`src/rtl/instruction_loader.sv`:
```
// instruction_loader: packs a byte-stream program image into 32-bit words and writes them to instruction memory
module instruction_loader #(
  parameter int ADDR_W = 32,
  parameter logic [ADDR_W-1:0] BASE_ADDR = '0,
  parameter int DEPTH_WORDS = 256
) (
  input  logic              clk,
  input  logic              reset_n,
  input  logic              load_start,
  input  logic              in_valid,
  input  logic [7:0]        in_data,
  output logic              in_ready,
  output logic [ADDR_W-1:0] ins_address,
  output logic [31:0]       ins_write_data,
  output logic              ins_write_enable,
  output logic              ins_read_enable,
  output logic              cpu_hold,
  output logic              load_busy,
  output logic              load_done,
  output logic              load_overflow,
  output logic [15:0]       words_written
);
  typedef enum logic [2:0] {IDLE, HDR0, HDR1, DATA, WRITE, DONE} state_t;
  state_t      state;
  logic [15:0] count;
  logic [15:0] word_idx;
  logic [1:0]  byte_idx;
  logic [23:0] word_buf;
  assign in_ready        = (state == HDR0) || (state == HDR1) || (state == DATA);
  assign load_busy       = in_ready || (state == WRITE);
  assign cpu_hold        = load_busy;
  assign ins_read_enable = ~load_busy;
  assign load_done       = state == DONE;
  // header capture, byte packing and the one-cycle write strobe issued on entry to WRITE
  always_ff @(posedge clk) begin
    if (!reset_n) begin
      state            <= IDLE;
      count            <= '0;
      word_idx         <= '0;
      byte_idx         <= '0;
      word_buf         <= '0;
      ins_address      <= BASE_ADDR;
      ins_write_data   <= '0;
      ins_write_enable <= 1'b0;
      load_overflow    <= 1'b0;
      words_written    <= '0;
    end else begin
      ins_write_enable <= 1'b0;
      case (state)
        IDLE, DONE: if (load_start) begin
          state         <= HDR0;
          load_overflow <= 1'b0;
          words_written <= '0;
        end
        HDR0: if (in_valid) begin
          count[7:0] <= in_data;
          state      <= HDR1;
        end
        HDR1: if (in_valid) begin
          count[15:8] <= in_data;
          word_idx    <= '0;
          byte_idx    <= '0;
          state       <= ({in_data, count[7:0]} == 16'd0) ? DONE : DATA;
        end
        DATA: if (in_valid) begin
          byte_idx <= byte_idx + 2'd1;
          if (byte_idx == 2'd3) begin
            state          <= WRITE;
            ins_write_data <= {in_data, word_buf};
            if ({16'd0, word_idx} < DEPTH_WORDS) begin
              ins_write_enable <= 1'b1;
              ins_address      <= BASE_ADDR + ADDR_W'({word_idx, 2'b00});
              words_written    <= words_written + 16'd1;
            end else begin
              load_overflow <= 1'b1;
            end
          end else begin
            word_buf[8*byte_idx +: 8] <= in_data;
          end
        end
        WRITE: begin
          word_idx <= word_idx + 16'd1;
          state    <= (word_idx + 16'd1 == count) ? DONE : DATA;
        end
        default: state <= IDLE;
      endcase
    end
  end
endmodule

```
`config.mk`:
```
export PLATFORM = sky130hd
export DESIGN_NAME = instruction_loader
export DESIGN_NICKNAME = d
export VERILOG_FILES = /design/src/rtl/instruction_loader.sv
export SDC_FILE = /design/constraint.sdc
export NUM_CORES = 1
export LEC_CHECK = 0
export CORE_ASPECT_RATIO = 1.1
export CORE_UTILIZATION = 40
export DETAILED_ROUTE_END_ITERATION = 8
export GPL_TIMING_DRIVEN = 0
export PLACE_DENSITY = 0.66
export SLEW_MARGIN = 20
export SYNTH_ARGS = -nofsm -noshare
export SYNTH_HDL_FRONTEND = slang
export SYNTH_SLANG_ARGS = --single-unit
```
`constraint.sdc`:
```
create_clock -name clk -period 3 [get_ports clk]
set_input_delay 0.6 -clock clk [delete_from_list [all_inputs] [get_ports clk]]
set_output_delay 0.6 -clock clk [all_outputs]
set_load 0.01 [all_outputs]
```
==> impl_metrics.csv <==
group,metric,value,unit
synthesis,synthArstFlopShare,0,%
sta,fin_crit_sh,93.1,%
clocking,clk_pin_slew,0.06,ns
grt,grt_usage,20.5,%
hold_path,min_from,"word_buf[21]",
finish,layout-drive-gt1-share,8.36,%
power_and_ir_drop,p_sw,0.00134,W
power_and_ir_drop,pwr-share-seq,37.1,%
sta,fmax,0.358,GHz
outcome,run_status,"completed",
floorplanning,rows,45,
sta,worst_pin_slew,0.914,ns
sta,slew_headroom,38.9,%
placed_design,gp_congestion,0.836,
clocking,hold_buffers,0,
setup_path,r2r_end,"state[1]",
grt,grt_overflow,0,
route,initialDrtViolationCount,392,
placed_design,place_area,6920,sq um
placed_design,dp_hpwl,10300,um
route,detail_route.first_pass.iterations,5,
setup_path,timing.rr.start,"word_idx[0]",
placed_design,io_buffer_count,81,
setup_path,path_delay_family,"simple AND/OR/NAND/NOR gates",
sta,setup_tns,0,ns
floorplanning,core,14000,sq um
setup_path,cp_max_fo,9,
sta,fin_skew,0.00708,ns
setup_path,critical_path_arrival,3.10,ns
finish,fin_area,7540,sq um
power_and_ir_drop,switching_share,27.7,%
setup_path,worstPathCellList,"ha_1 > clkbuf_1 > nand4_1 > or4_1 > o21ai_0 > o211ai_1 > o21a_1",
power_and_ir_drop,leakage,2.74,nW
grt,grt_max_degree,17,
floorplanning,ios,99,
grt,antenna_found_initial,0,
route,vias,5350,
sta,setup_viol,0,
setup_path,cp-startpoint,"word_idx[0]",
sta,fin_crit,2.79,ns
floorplanning,die_area,15000,sq um
synthesis,ys.flop_type,"dfxtp_1",
run,maxCapViolations,0,
synthesis,ys_seq_elements,127,
sta,worst_hold_slack,0.451,ns
sta,hold_violations,0,
route,ant_nets,0,
power_and_ir_drop,power_density,644,nW/um^2
power_and_ir_drop,internal_power,0.00351,W
setup_path,worstSetupPathType,"flip-flop to flip-flop",
setup_path,crit_buf_inv,1,
sta,rsz0062_at_grt,"false",
setup_path,slowest_delay,0.60,ns
clocking,cts_num_sinks,127,
route,routed_via_density,5.16,
hold_path,whs_path_depth,2,
setup_path,r2r_cells,7,
hold_path,holdPathEnd,"ins_write_data[21]",
synthesis,synth_edf_count,0,
setup_path,cp-end-kind,"flip-flop",
floorplanning,die_w,117,um
clocking,cts_root_buffer,"clkbuf_16",
clocking,post_cts_buffers,0,
power_and_ir_drop,comb_power_share,18.8,%
setup_path,worst_setup_path_start_kind,"flip-flop",
route,wl,14800,um
setup_path,r2r_slack,0.21,ns
synthesis,ys_warn_count,0,
synthesis,netlist-cell-type-count,62,
finish,n_fill_cell,1322,
clocking,clk_latency,0.41,ns
synthesis,syn_inst,721,
clocking,h-tree-depth,4,
setup_path,slowest_stage,"or4_1",
finish,final_nets,855,
grt,grt_pass1_wl,24000,um
finish,n_antenna_cell,0,
finish,finish.utilization,53.8,%
grt,first_global_vias,5000,
setup_path,cp_data_required_time,3.30,ns
route,post-route-drc-count,0,
clocking,cts_buffers,17,
hold_path,hold_class,"flip-flop to flip-flop",
synthesis,syn-cell-area,5820,sq um
route,wl_per_cell,14.3,um
clocking,cts_tree,"built",
floorplanning,start_util,41.5,%
sta,slew_viol_final,0,
floorplanning,die_h,128,um
power_and_ir_drop,ir_drop,0.000362,V
synthesis,synth_seq_area_share,43.7,%
clocking,clk_path_buf_depth,2,
power_and_ir_drop,pwr-share-clk,44.0,%
synthesis,synth_area_per_cell,8.07,sq um
finish,area_growth,29.6,%
[worst reg2reg max path, cell delays in order (launching register included)]
cell and delay (ns):
dfxtp_1 0.50, ha_1 0.20, clkbuf_1 0.26, nand4_1 0.39, or4_1 0.60, o21ai_0 0.28
o211ai_1 0.22, o21a_1 0.23
[kinds of logic after synthesis]
group,synth area share [%]
compound gates,13.4
xor+xnor,4.37
fa+ha+maj,1.51
buf+inv,6.39
flops,43.7
mux,3.12
other cells,0.0645
simple gates,27.4
[layer usage]
metal / GRT usage [%] / wire length (um)
met5: 0 / 0
met4: 7.00 / 271
met3: 4.76 / 787
met2: 33.4 / 6970
met1: 26.4 / 6770
[synthesized netlist by cell type (2+ instances only)]
| master | instances | area share [%] |
|---|---|---|
| ha_1 | 7 | 1.5 |
| nand2b_1 | 3 | 0.32 |
| o2111ai_1 | 2 | 0.30 |
| dfxtp_1 | 127 | 44 |
| mux2i_1 | 17 | 2.9 |
| nor2_1 | 57 | 3.7 |
| nor4_1 | 11 | 1.2 |
| o21ai_0 | 17 | 1.5 |
| xor2_1 | 15 | 2.3 |
| or4_1 | 2 | 0.26 |
| buf_4 | 17 | 2.2 |
| buf_2 | 8 | 0.69 |
| nand4_1 | 6 | 0.65 |
| nand3b_1 | 10 | 1.3 |
| or3_1 | 6 | 0.65 |
| o21a_1 | 4 | 0.52 |
| and2_1 | 5 | 0.54 |
| a311oi_1 | 2 | 0.30 |
| clkbuf_1 | 31 | 2.0 |
| nand4b_1 | 2 | 0.30 |
| and3_1 | 13 | 1.4 |
| inv_1 | 15 | 0.97 |
| nor3b_1 | 6 | 0.77 |
| nand3_1 | 40 | 3.4 |
| xnor2_1 | 14 | 2.1 |
| and4_1 | 2 | 0.30 |
| nor3_1 | 14 | 1.2 |
| a21oi_1 | 93 | 8.0 |
| buf_6 | 2 | 0.39 |
| nor4_4 | 2 | 0.73 |
| nand2_1 | 135 | 8.7 |
| o21ai_1 | 2 | 0.17 |
| nor2b_1 | 5 | 0.54 |
[worst max-delay path by stage]
stage / to / slack (ns) / cells past startpoint
4_1_cts: load_busy / 0.1 / 5
5_1_grt: state[1] / 0.01 / 7
3_3_place_gp: state[1] / 0.28 / 7
3_5_place_dp: state[1] / 0.31 / 7
2_1_floorplan: state[1] / 0.85 / 7
6_report: state[1] / 0.21 / 7
[cells in the final DEF (no fill, tap or decap), types with 3 or more instances in the layout]
| cell type | instances |
|---|---|
| a21oi_1 | 93 |
| and2_1 | 5 |
| and3_1 | 13 |
| buf_2 | 9 |
| buf_4 | 17 |
| bufinv_16 | 3 |
| clkbuf_1 | 33 |
| clkbuf_16 | 17 |
| clkbuf_8 | 4 |
| clkdlybuf4s50_1 | 81 |
| conb_1 | 16 |
| dfxtp_1 | 127 |
| ha_1 | 7 |
| inv_1 | 15 |
| mux2i_1 | 17 |
| nand2_1 | 135 |
| nand2b_1 | 3 |
| nand3_1 | 40 |
| nand3b_1 | 10 |
| nand4_1 | 6 |
| nor2_1 | 57 |
| nor2b_1 | 5 |
| nor3_1 | 14 |
| nor3b_1 | 6 |
| nor4_1 | 11 |
| o21a_1 | 4 |
| o21ai_0 | 17 |
| or3_1 | 6 |
| xnor2_1 | 14 |
| xor2_1 | 15 |
[cell type report]
class,instances,area [sq um],share of cell area (%)
repair buffers,81,811,10.8
well taps,188,235,3.12
clock buffers,24,492,6.52
clock inverters,8,128,1.69
flip-flops and latches,127,2540,33.7
inverters,15,56.3,0.747
plain buffers,60,318,4.21
multi-input cells,534,2960,39.2
[power by group through the flow]
stage                     logic, W  registers, W  clock network (W)
after floorplan           0.000610       0.00182                  0
after CTS                 0.000910       0.00180            0.00217
final                     0.000914       0.00180            0.00214
after global routing       0.00102       0.00181            0.00225
after global placement    0.000899       0.00184                  0
after detailed placement  0.000904       0.00184                  0
[per-stage QoR]
stage	std cells	total power, W	setup slack, ns
after floorplan	736	0.00243	0.855
after global placement	1005	0.00274	0.278
after detailed placement	1005	0.00274	0.314
after CTS	1037	0.00488	0.0966
after global routing	1037	0.00508	0.0142
final	1037	0.00485	0.206
[timing repair]
item / in CTS / in global routing
cloned: 0 / 0
endpoints found under the setup margin: 1 / 1
resized for setup: 1 / 2
[sequential cells by signal, indices dropped and copies added, names as in the netlist]
signal            flops
ins_write_data       32
word_buf             24
count                16
ins_address          16
word_idx             16
words_written        16
state                 3
byte_idx              2
ins_write_enable      1
load_overflow         1
Power figures use the tool's default switching activity.
